<file path="config.mk">
export PLATFORM = sky130hd
export DESIGN_NAME = thermo_decode_pipe
export DESIGN_NICKNAME = d
export VERILOG_FILES = /design/src/rtl/thermo_decode_pipe.sv
export SDC_FILE = /design/constraint.sdc
export NUM_CORES = 1
export LEC_CHECK = 0
export ABC_CLOCK_PERIOD_IN_PS = 9900
export CORE_MARGIN = 1.5
export CORE_UTILIZATION = 37
export DETAILED_ROUTE_END_ITERATION = 8
export HOLD_SLACK_MARGIN = 0.08
export MAX_ROUTING_LAYER = met4
export PLACE_DENSITY_LB_ADDON = 0.08
export SETUP_SLACK_MARGIN = 0.4
export SLEW_MARGIN = 20
export SYNTH_ARGS = -nofsm -noshare
export SYNTH_HDL_FRONTEND = slang
export SYNTH_SLANG_ARGS = --single-unit
</file>
<file path="constraint.sdc">
create_clock -name wClk -period 9.9 [get_ports wClk]
set_input_delay 0.99 -clock wClk [delete_from_list [all_inputs] [get_ports wClk]]
set_output_delay 0.99 -clock wClk [all_outputs]
set_load 0.1 [all_outputs]
</file>
<file path="src/rtl/thermo_decode_pipe.sv">
// thermo_decode_pipe: three-stage thermometer-code decoder for a TDC FF column,
// with runtime choice between ones counting and highest 0->1111 edge search.
module thermo_decode_pipe #(
    parameter int NUM_FF    = 64,
    parameter int BITS_DECO = 8,
    parameter int GROUP     = 8
) (
    input  logic                 wClk,
    input  logic                 wRst,
    input  logic                 wValidIn,
    input  logic                 wModeIn,
    input  logic [NUM_FF-1:0]    wDecoIn,
    output logic                 wValidOut,
    output logic [BITS_DECO-1:0] wDecoOut,
    output logic                 wNoEdge,
    output logic                 wAllOnes
);
    localparam int NS = NUM_FF / GROUP;
    localparam int CW = $clog2(GROUP + 1);
    localparam int IW = $clog2(GROUP);

    logic              valid1_d, valid1_q, mode1_d, mode1_q;
    logic [NUM_FF-1:0] data1_d, data1_q;
    logic [NUM_FF+3:0] ext;
    logic              valid2_d, valid2_q, mode2_d, mode2_q;
    logic [CW-1:0]     cnt_d [NS];
    logic [CW-1:0]     cnt_q [NS];
    logic [IW-1:0]     idx_d [NS];
    logic [IW-1:0]     idx_q [NS];
    logic [NS-1:0]     hit_d, hit_q, full_d, full_q;
    logic [BITS_DECO-1:0] sum, pos, deco_d, deco_q;
    logic              any_edge, valid_out_d, valid_out_q;
    logic              no_edge_d, no_edge_q, all_ones_d, all_ones_q;

    assign valid1_d = wValidIn;
    assign mode1_d  = wModeIn;
    assign data1_d  = wDecoIn;
    // Zero padding past the last tap makes windows that run off the end fail naturally.
    assign ext      = {4'b0000, data1_q};
    assign valid2_d = valid1_q;
    assign mode2_d  = mode1_q;

    always_comb begin
        for (int g = 0; g < NS; g++) begin
            cnt_d[g]  = '0;
            idx_d[g]  = '0;
            hit_d[g]  = 1'b0;
            full_d[g] = 1'b1;
            for (int j = 0; j < GROUP; j++) begin
                cnt_d[g]  = cnt_d[g] + CW'(ext[g*GROUP+j]);
                full_d[g] = full_d[g] & ext[g*GROUP+j];
                if (!ext[g*GROUP+j] && (&ext[g*GROUP+j+1 +: 4])) begin
                    hit_d[g] = 1'b1;
                    idx_d[g] = IW'(j);
                end
            end
        end
    end

    always_comb begin
        sum      = '0;
        pos      = '0;
        any_edge = 1'b0;
        for (int g = 0; g < NS; g++) begin
            sum = sum + BITS_DECO'(cnt_q[g]);
            if (hit_q[g]) begin
                any_edge = 1'b1;
                pos      = BITS_DECO'(g * GROUP) + BITS_DECO'(idx_q[g]) + BITS_DECO'(1);
            end
        end
        valid_out_d = valid2_q;
        deco_d      = valid2_q ? (mode2_q ? (any_edge ? pos : '0) : sum) : deco_q;
        no_edge_d   = valid2_q ? (mode2_q & ~any_edge) : no_edge_q;
        all_ones_d  = valid2_q ? (&full_q) : all_ones_q;
    end

    always_ff @(posedge wClk) begin
        if (wRst) begin
            valid1_q    <= 1'b0;
            mode1_q     <= 1'b0;
            data1_q     <= '0;
            valid2_q    <= 1'b0;
            mode2_q     <= 1'b0;
            hit_q       <= '0;
            full_q      <= '0;
            valid_out_q <= 1'b0;
            deco_q      <= '0;
            no_edge_q   <= 1'b0;
            all_ones_q  <= 1'b0;
            for (int g = 0; g < NS; g++) begin
                cnt_q[g] <= '0;
                idx_q[g] <= '0;
            end
        end else begin
            valid1_q    <= valid1_d;
            mode1_q     <= mode1_d;
            data1_q     <= data1_d;
            valid2_q    <= valid2_d;
            mode2_q     <= mode2_d;
            hit_q       <= hit_d;
            full_q      <= full_d;
            valid_out_q <= valid_out_d;
            deco_q      <= deco_d;
            no_edge_q   <= no_edge_d;
            all_ones_q  <= all_ones_d;
            for (int g = 0; g < NS; g++) begin
                cnt_q[g] <= cnt_d[g];
                idx_q[g] <= idx_d[g];
            end
        end
    end

    assign wValidOut = valid_out_q;
    assign wDecoOut  = deco_q;
    assign wNoEdge   = no_edge_q;
    assign wAllOnes  = all_ones_q;
endmodule

</file>
# Yosys cells after proc, flatten, opt, wreduce, memory -nomap -nowiden
# Memories as Yosys holds them, arrays and structs flattened.
# Cells that the tools add are included.
[totals] ff_bits=95 mem_bits_rw=56 out_inout_bits=11 n_memories=2
[memory_table] memory="cnt_q" words=8 word_bits=4 rd=8 rd_clocked_by_memory_dff=0 wr=8 line="27" source="logic [CW-1:0] cnt_q [NS];"
[memory_table] memory="idx_q" words=8 word_bits=3 rd=8 rd_clocked_by_memory_dff=0 wr=8 line="29" source="logic [IW-1:0] idx_q [NS];"
[classes] n_addsub=78 mux=149 bitwise=74 n_reduce_logical=181
[op_table] cell="4-bit AND reduction" n=60
[op_table] cell="3-bit two-way mux" n=50
[op_table] cell="4-bit by 1-bit adder with 4-bit output" n=32
[op_table] cell="1-bit two-way mux" n=79
[op_table] cell="8-bit two-way mux" n=9
[op_table] cell="1-bit logical AND" n=60
[op_table] cell="1-bit logical NOT" n=60
[op_table] cell="1-bit bitwise AND" n=57
[op_table] cell="4-bit two-way mux" n=9
[op_table] cell="3-bit by 1-bit adder with 4-bit output" n=8
[op_table] cell="7-bit by 1-bit adder with 8-bit output, second input constant" n=4
[op_table] cell="6-bit by 3-bit adder with 7-bit output, first input constant" n=4
[op_table] cell="2-bit by 1-bit adder with 3-bit output" n=8
[op_table] cell="8-bit by 4-bit adder with 8-bit output" n=3
[op_table] cell="1-bit by 1-bit adder with 2-bit output" n=8
[op_table] cell="1-bit OR" n=16
[op_table] cell="6-bit by 1-bit adder with 7-bit output, second input constant" n=2
[op_table] cell="5-bit by 3-bit adder with 6-bit output, first input constant" n=2
[op_table] cell="7-bit by 4-bit adder with 8-bit output" n=1
[op_table] cell="8-bit AND reduction" n=1
[op_table] cell="6-bit by 4-bit adder with 7-bit output" n=1
[op_table] cell="5-bit by 1-bit adder with 6-bit output, second input constant" n=1
[op_table] cell="5-bit by 4-bit adder with 6-bit output" n=1
[op_table] cell="4-bit by 3-bit adder with 5-bit output, first input constant" n=1
[op_table] cell="4 further kinds" n=5

# Depth between registers and ports, before layout
# Gate-level depths: netlist of the first run.
# An unclocked memory read counts as a cell.
[logic_depth] depth_word=12 mapped_depth=16 mapped_depth_nobuf=16

# Worst setup path before layout of the first run
# No wires, ideal clock.
[synth_timing] path_type="register to register" start="mem cnt_q[1][2] in the netlist's numbering" end="reg deco_q[6] (netlist: wDecoOut[6])" arrival_time_ns=3.622 required_time_ns=9.834 slack_ns=6.212 stages_incl_launch_ff=17 n_path_buf=0 synth_period_minus_slack_ns=3.688 cell_sequence="dfxtp_1 inv_1 fa_1 inv_1 fa_1 fa_1 inv_1 fa_1 inv_1 ha_1 inv_1 fa_1 nor2b_1 o21ai_0 a211oi_1 a21oi_1 nor2_1"
[synth_lines] item="start: declaration" line="27"
[synth_lines] item="end signal: assignment" line="103" source="deco_q <= deco_d;"
[synth_lines] item="end: declaration" line="31" source="logic [BITS_DECO-1:0] sum, pos, deco_d, deco_q;"

==> impl_metrics.ini, run 1 <==
[min_path]
worstHoldStart = mode1_q
min_path_type = reg2reg
whs_path_depth = 1
min_delay_worst_endpoint = mode2_q

[synthesis]
syn_inst = 814
ys_seq_elements = 149
synthSimpleGateAreaFrac_pct = 18.16
synth_flop_cell = dfxtp_1
ys.warnings.count = 0
synth_xor_area_share_pct = 1.593
yosysSeqAreaShare_pct = 38.76
synth_top_area_cell = dfxtp_1
synth_area_per_cell_sq_um = 9.455
async_flop_share_pct = 0
syn-num-nets = 987
synthMuxAreaShare_pct = 0.9429
synth_compound_area_share_pct = 9.771
ys_types = 57
mappedNetlistArea_sq_mm = 0.007696
synth-adder-area-share_pct = 22.44
yosys-top-cells-area = dfxtp_1, fa_1, ha_1
synth_top_family_by_area = adder cells
yosys.area.top_type_share_pct = 38.76
synth_edf_count = 0

[setup_path]
start_kind = register
r2r_end = wDecoOut[6]
rr_startpoint = cnt_q[1][2]
worstSetupPathType = reg2reg
cp.required_ns = 10.26
cp_top_family = adder cells
cp_num_buf_inv = 5
cp_max_fo = 2
slowest_delay_ns = 0.54
path_cells = inv_1, fa_1, inv_1, fa_1, fa_1, inv_1, fa_1, inv_1, ha_1, inv_1, fa_1, nor2b_1, o21ai_0, a211oi_1, a21oi_1, nor2_1
crit_slowest_cell = fa_1
crit_arrival_ns = 4.27
rr_worst_depth = 16
r2r_slack_ns = 5.98
worst_setup_path_end_kind = register

[timing]
min_period_over_period_pct = 39.58
fin_worst_skew_ns = 0.006889
worst_pin_slew_ns = 0.9999
finalSetupViolCount = 0
rsz0062_at_grt = false
worst_slack_ns = 5.981
finalMaxSlewViolations = 0
slew_headroom_pct = 33.13
hold_slack_ns = 0.4417
timing.fmax_mhz = 255.2
layout_min_cycle_time_ns = 3.919
finalHoldViolations = 0
fin_setup_tns_ns = 0

[cts]
cts_tree = yes
post_cts_buffers = 0
cts_hold_buf = 0
clkTransAtPathRegs_ns = 0.06
clkLatencyLatePin_ns = 0.42
clockBufferDepth = 2
cts_resized = 0
cts_sinks = 149
cts_buffers = 17
htreeDepth = 4
cts_root_buf = clkbuf_16

[cells_and_area]
final_cells = 1168
final_cell_mix = dfxtp_1, inv_1, nor2b_1
nets = 1059
num_antenna_cells = 0
fillers = 1972
mostFrequentLayoutCell = dfxtp_1
area_growth_pct = 20.27
drive_gt1_share_pct = 3.898

[global_routing]
grt_usage_pct = 16.94
grt_max_degree = 87
antenna_found_initial = 0
grt_pass1_vias = 5690
grt_pass1_wl_mm = 27.97
grt-ovfl-total = 0

[run_status]
status = finished clean

[drt]
ant_nets = 0
via_count = 5494
finalWirelength_mm = 16.38
viasPerCell = 4.704
drc = 0
dr.pass1.iters = 4
drt_iter0_markers = 197
wl_per_cell_microns = 14.02

[floorplanning]
start_util_pct = 37.91
io_pins = 79
die_area_sq_mm = 0.02168
rows = 52
coreArea_sq_mm = 0.02030
die-height_microns = 147.2
fp.dieW_microns = 147.2

[place]
gp_congestion = 0.8038
dp.cells = 1137
hpwlAfterDp_mm = 12.97
pre_cts_ws_ns = 5.959
portBuffers = 77

[run]
drv_cap = 0

[pwr]
vdd_drop_max_uv = 118.7
power_leakage_nw = 3.855
powerDensity_mw_per_mm2 = 191.3
-- worst reg2reg max path, cell delays in order (launching register included) --
cell      delay (ns)
dfxtp_1         0.32
inv_1           0.05
fa_1            0.53
inv_1           0.06
fa_1            0.50
fa_1            0.54
inv_1           0.05
fa_1            0.46
inv_1           0.07
ha_1            0.17
inv_1           0.06
fa_1            0.41
nor2b_1         0.13
o21ai_0         0.10
a211oi_1        0.25
a21oi_1         0.06
nor2_1          0.09
-- metrics by stage --
stage / total power, mW / instance area [sq um] / utilization (%)
4_1_cts: 1.803 / 9256 / 45.60
3_3_place_gp: 1.152 / 8693 / 42.83
5_1_grt: 1.894 / 9256 / 45.60
2_1_floorplan: 1.021 / 7696 / -
3_5_place_dp: 1.172 / 8693 / 42.83
6_report: 1.771 / 9256 / 45.60
-- layout make-up --
| type | instances | area (sq um) | area share [%] |
|---|---|---|---|
| well taps | 270 | 337.8 | 3.650 |
| clock inverters | 4 | 70.07 | 0.7570 |
| repair buffers | 78 | 775.7 | 8.381 |
| multi-input cells | 501 | 4075 | 44.03 |
| flip-flops and latches | 149 | 2983 | 32.22 |
| clock buffers | 27 | 493.0 | 5.326 |
| inverters | 139 | 521.8 | 5.637 |
-- per-layer routing --
layer	vias to the layer above	part of all wire [%]	GRT usage [%]
li1	2784	-	-
met1	2605	50	22.48
met2	86	46	25.94
met3	19	2.8	3.137
met4	0	1.2	5.900
met5	-	0	-
-- sequential cells by signal (all words and copies together), names as in the netlist --
register,count
hit_q,8
valid1_q,1
full_q,8
mode2_q,1
cnt_q,32
idx_q,23
wDecoOut,7
wNoEdge,1
valid2_q,1
wAllOnes,1
mode1_q,1
wValidOut,1
data1_q,64
-- cells in the mapped netlist (10+ instances only) --
cell      instances
inv_1           137
nor3_1           14
nand2b_1         10
nand3_1          14
nor2b_1          81
nor2_1           47
a21oi_1          41
fa_1             55
nand2_1          39
ha_1             50
nand4_1          15
dfxtp_1         149
o21ai_0          22
clkbuf_1         15
-- kinds of logic after synthesis --
logic type / count (synthesis)
xor gates and xnor gates: 14
muxes: 7
adders and majority gates: 105
DFF: 149
AOI/OAI and AO/OA: 117
buffers and inverters: 164
and+or+nand+nor: 257
other: 1
-- report_power, final --
group          switching, mW  leakage [nW]  internal (mW)
Combinational          0.271          2.35          0.203
Clock                  0.236         0.275          0.389
Sequential            0.0311          1.22          0.641
Total                  0.538          3.85           1.23
-- worst max path at each step --
stage	startpoint	to	slack [ns]	cells after the start
6_report	cnt_q[1][2]	wDecoOut[6]	5.98	16
5_1_grt	cnt_q[1][2]	wDecoOut[6]	5.83	16
4_1_cts	cnt_q[1][2]	wDecoOut[6]	5.96	16
3_5_place_dp	cnt_q[1][2]	wDecoOut[6]	5.96	16
3_3_place_gp	cnt_q[1][2]	wDecoOut[6]	6.12	16
2_1_floorplan	cnt_q[1][2]	wDecoOut[6]	6.21	16
Note: power is estimated with default switching activity, not from simulation.
==> run 2, diff against run 1 <==
--- a/config.mk
+++ b/config.mk
@@ -5,7 +5,7 @@
 export SDC_FILE = /design/constraint.sdc
 export NUM_CORES = 1
 export LEC_CHECK = 0
-export ABC_CLOCK_PERIOD_IN_PS = 9900
+export ABC_CLOCK_PERIOD_IN_PS = 3730
 export CORE_MARGIN = 1.5
 export CORE_UTILIZATION = 37
 export DETAILED_ROUTE_END_ITERATION = 8
==> constraint.sdc (replaced) <==
create_clock -name wClk -period 3.73 [get_ports wClk]
set_input_delay 0.373 -clock wClk [delete_from_list [all_inputs] [get_ports wClk]]
set_output_delay 0.373 -clock wClk [all_outputs]
set_load 0.1 [all_outputs]
==> run 2 against run 1 <==
Non-clock buffer count rose by 4. Register-to-register slack got worse by 5.8 ns. Fmax is 9.1% higher. Setup slack worse by 5.8 ns. Sequential cell count stayed put. Sequential power rose to 2.7 times the previous value. Total power rose to 2.9 times the previous value. First-iteration DRC count rose by 14%. Die area stayed put. Clock power rose to 2.9 times the previous value. Critical path type unchanged. Largest power group is now the clock network. Highest routed layer unchanged.
==> impl_metrics.ini, run 2 (same netlist as run 1, synthesis figures left out) <==
[run_status]
status = finished clean

[cells_and_area]
area_growth_pct = 22.16
largest_reg_flops = 64
nets = 1063
fillers = 1953
top_register = data1_q
final_cell_mix = dfxtp_1, inv_1, nor2b_1
top_regs = data1_q x64, cnt_q x32, idx_q x23
multi_input_area_sq_mm = 0.004106
num_antenna_cells = 0
seq_area_sq_mm = 0.002988
drive_gt1_share_pct = 6.977
mostFrequentLayoutCell = dfxtp_1

[drt]
drt_iter0_markers = 225
dr.pass1.iters = 4
drc = 0
finalWirelength_mm = 17.23
wl_per_cell_microns = 14.69
viasPerCell = 4.818
ant_nets = 0
via_count = 5651

[timing]
timing.fmax_mhz = 278.5
layout_min_cycle_time_ns = 3.591
finalHoldViolations = 0
hold_slack_ns = 0.4408
rsz0062_at_grt = true
fin_setup_tns_ns = 0
slew_headroom_pct = 33.02
min_period_over_period_pct = 96.28
fin_worst_skew_ns = 0.008371
finalSetupViolCount = 0
worst_pin_slew_ns = 1.002
finalMaxSlewViolations = 0

[setup_path]
crit_arrival_ns = 3.94
rr_startpoint = cnt_q[1][14]
crit_slowest_cell = fa_1
r2r_slack_ns = 0.14
r2r_end = wDecoOut[4]
slowest_delay_ns = 0.54
worst_setup_path_end_kind = register
start_kind = register
rr_worst_depth = 14
cp_num_buf_inv = 5
cp_max_fo = 2
worstSetupPathType = reg2reg
path_cells = inv_2, fa_1, inv_2, fa_1, fa_1, inv_1, fa_1, inv_2, ha_4, inv_2, fa_2, xor2_1, o221a_1, nor3_2
cp_top_family = adder cells
cp.required_ns = 4.07

[global_routing]
grt_pass1_wl_mm = 28.50
grt_max_degree = 61
antenna_found_initial = 0
grt_pass1_vias = 5624
grt-ovfl-total = 0
grt_usage_pct = 17.41

[pwr]
power_leakage_nw = 3.903
powerDensity_mw_per_mm2 = 540.4
vdd_drop_max_uv = 313.6

[cts]
clkLatencyLatePin_ns = 0.42
cts_buffers = 17
cts_sinks = 149
clockBufferDepth = 2
cts_root_buf = clkbuf_16
clkTransAtPathRegs_ns = 0.06
cts_tree = yes
cts_hold_buf = 0
htreeDepth = 4

[min_path]
min_path_type = in2reg
min_delay_worst_endpoint = cnt_q[0][13]
whs_path_depth = 2
worstHoldStart = wRst

[run]
drv_cap = 0

[floorplanning]
fp.dieW_microns = 147.2
coreArea_sq_mm = 0.02030
die-height_microns = 147.2
rows = 52
start_util_pct = 37.91
io_pins = 79
die_area_sq_mm = 0.02168

[place]
portBuffers = 77
hpwlAfterDp_mm = 13.70
gp_congestion = 0.8356
run 2: layout make-up:
cell class,instances,share of cell area (%)
Tap cell,270,3.593
Multi-Input combinational cell,501,43.68
Clock buffer,18,4.565
Clock inverter,14,2.129
Sequential cell,149,31.78
Timing Repair Buffer,82,8.704
Inverter,139,5.550
run 2: power breakdown:
part           internal [mW]  switching, mW  leakage (nW)  total, mW
Clock                   1.13          0.681         0.303       1.81
Combinational          0.666          0.817          2.37       1.48
Sequential              1.70         0.0864          1.23       1.79
Total                   3.50           1.58          3.90       5.08
run 2: routing by layer:
layer / wire length (microns) / global-route usage [%] / vias to the layer above
li1: - / - / 2800
met1: 8402 / 23.41 / 2708
met2: 7870 / 26.29 / 128
met3: 715 / 3.634 / 15
met4: 241 / 5.400 / 0
met5: 0 / - / -
run 2: how the worst max path moves through the flow:
stage	cells past startpoint	end	slack (ns)	start
after floorplan	16	wDecoOut[6]	0.20	cnt_q[1][14]
final	14	wDecoOut[4]	0.14	cnt_q[1][14]
after CTS	14	wDecoOut[6]	0.07	cnt_q[1][15]
after detailed placement	14	wDecoOut[5]	0.06	cnt_q[1][15]
after global placement	16	wDecoOut[6]	0.12	cnt_q[1][14]
after global routing	16	wDecoOut[6]	-0.06	cnt_q[1][14]
run 2: worst reg2reg max path: stages, from the launching register on:
cell     delay (ns)
dfxtp_2        0.32
inv_2          0.03
fa_1           0.54
inv_2          0.04
fa_1           0.49
fa_1           0.49
inv_1          0.05
fa_1           0.45
inv_2          0.08
ha_4           0.13
inv_2          0.04
fa_2           0.34
xor2_1         0.16
o221a_1        0.22
nor3_2         0.13
run 2: repair_timing:
action                     4_1_cts  5_1_grt
buffers inserted                 2        0
setup endpoints to repair        5        5
resized for setup                2       12
pin swaps                        6        5
run 2: metrics by stage:
step           util, %  std cells  power [mW]  cell area [sq um]  worst slack [ns]
5_1_grt          46.31       1173       5.458               9402          -0.05878
6_report         46.31       1173       5.081               9402            0.1387
4_1_cts          46.18       1173       5.046               9375           0.07047
3_5_place_dp     43.00       1139       3.177               8730           0.06329
3_3_place_gp     43.00       1139       3.130               8730            0.1207
2_1_floorplan        -        814       2.721               7705            0.2012
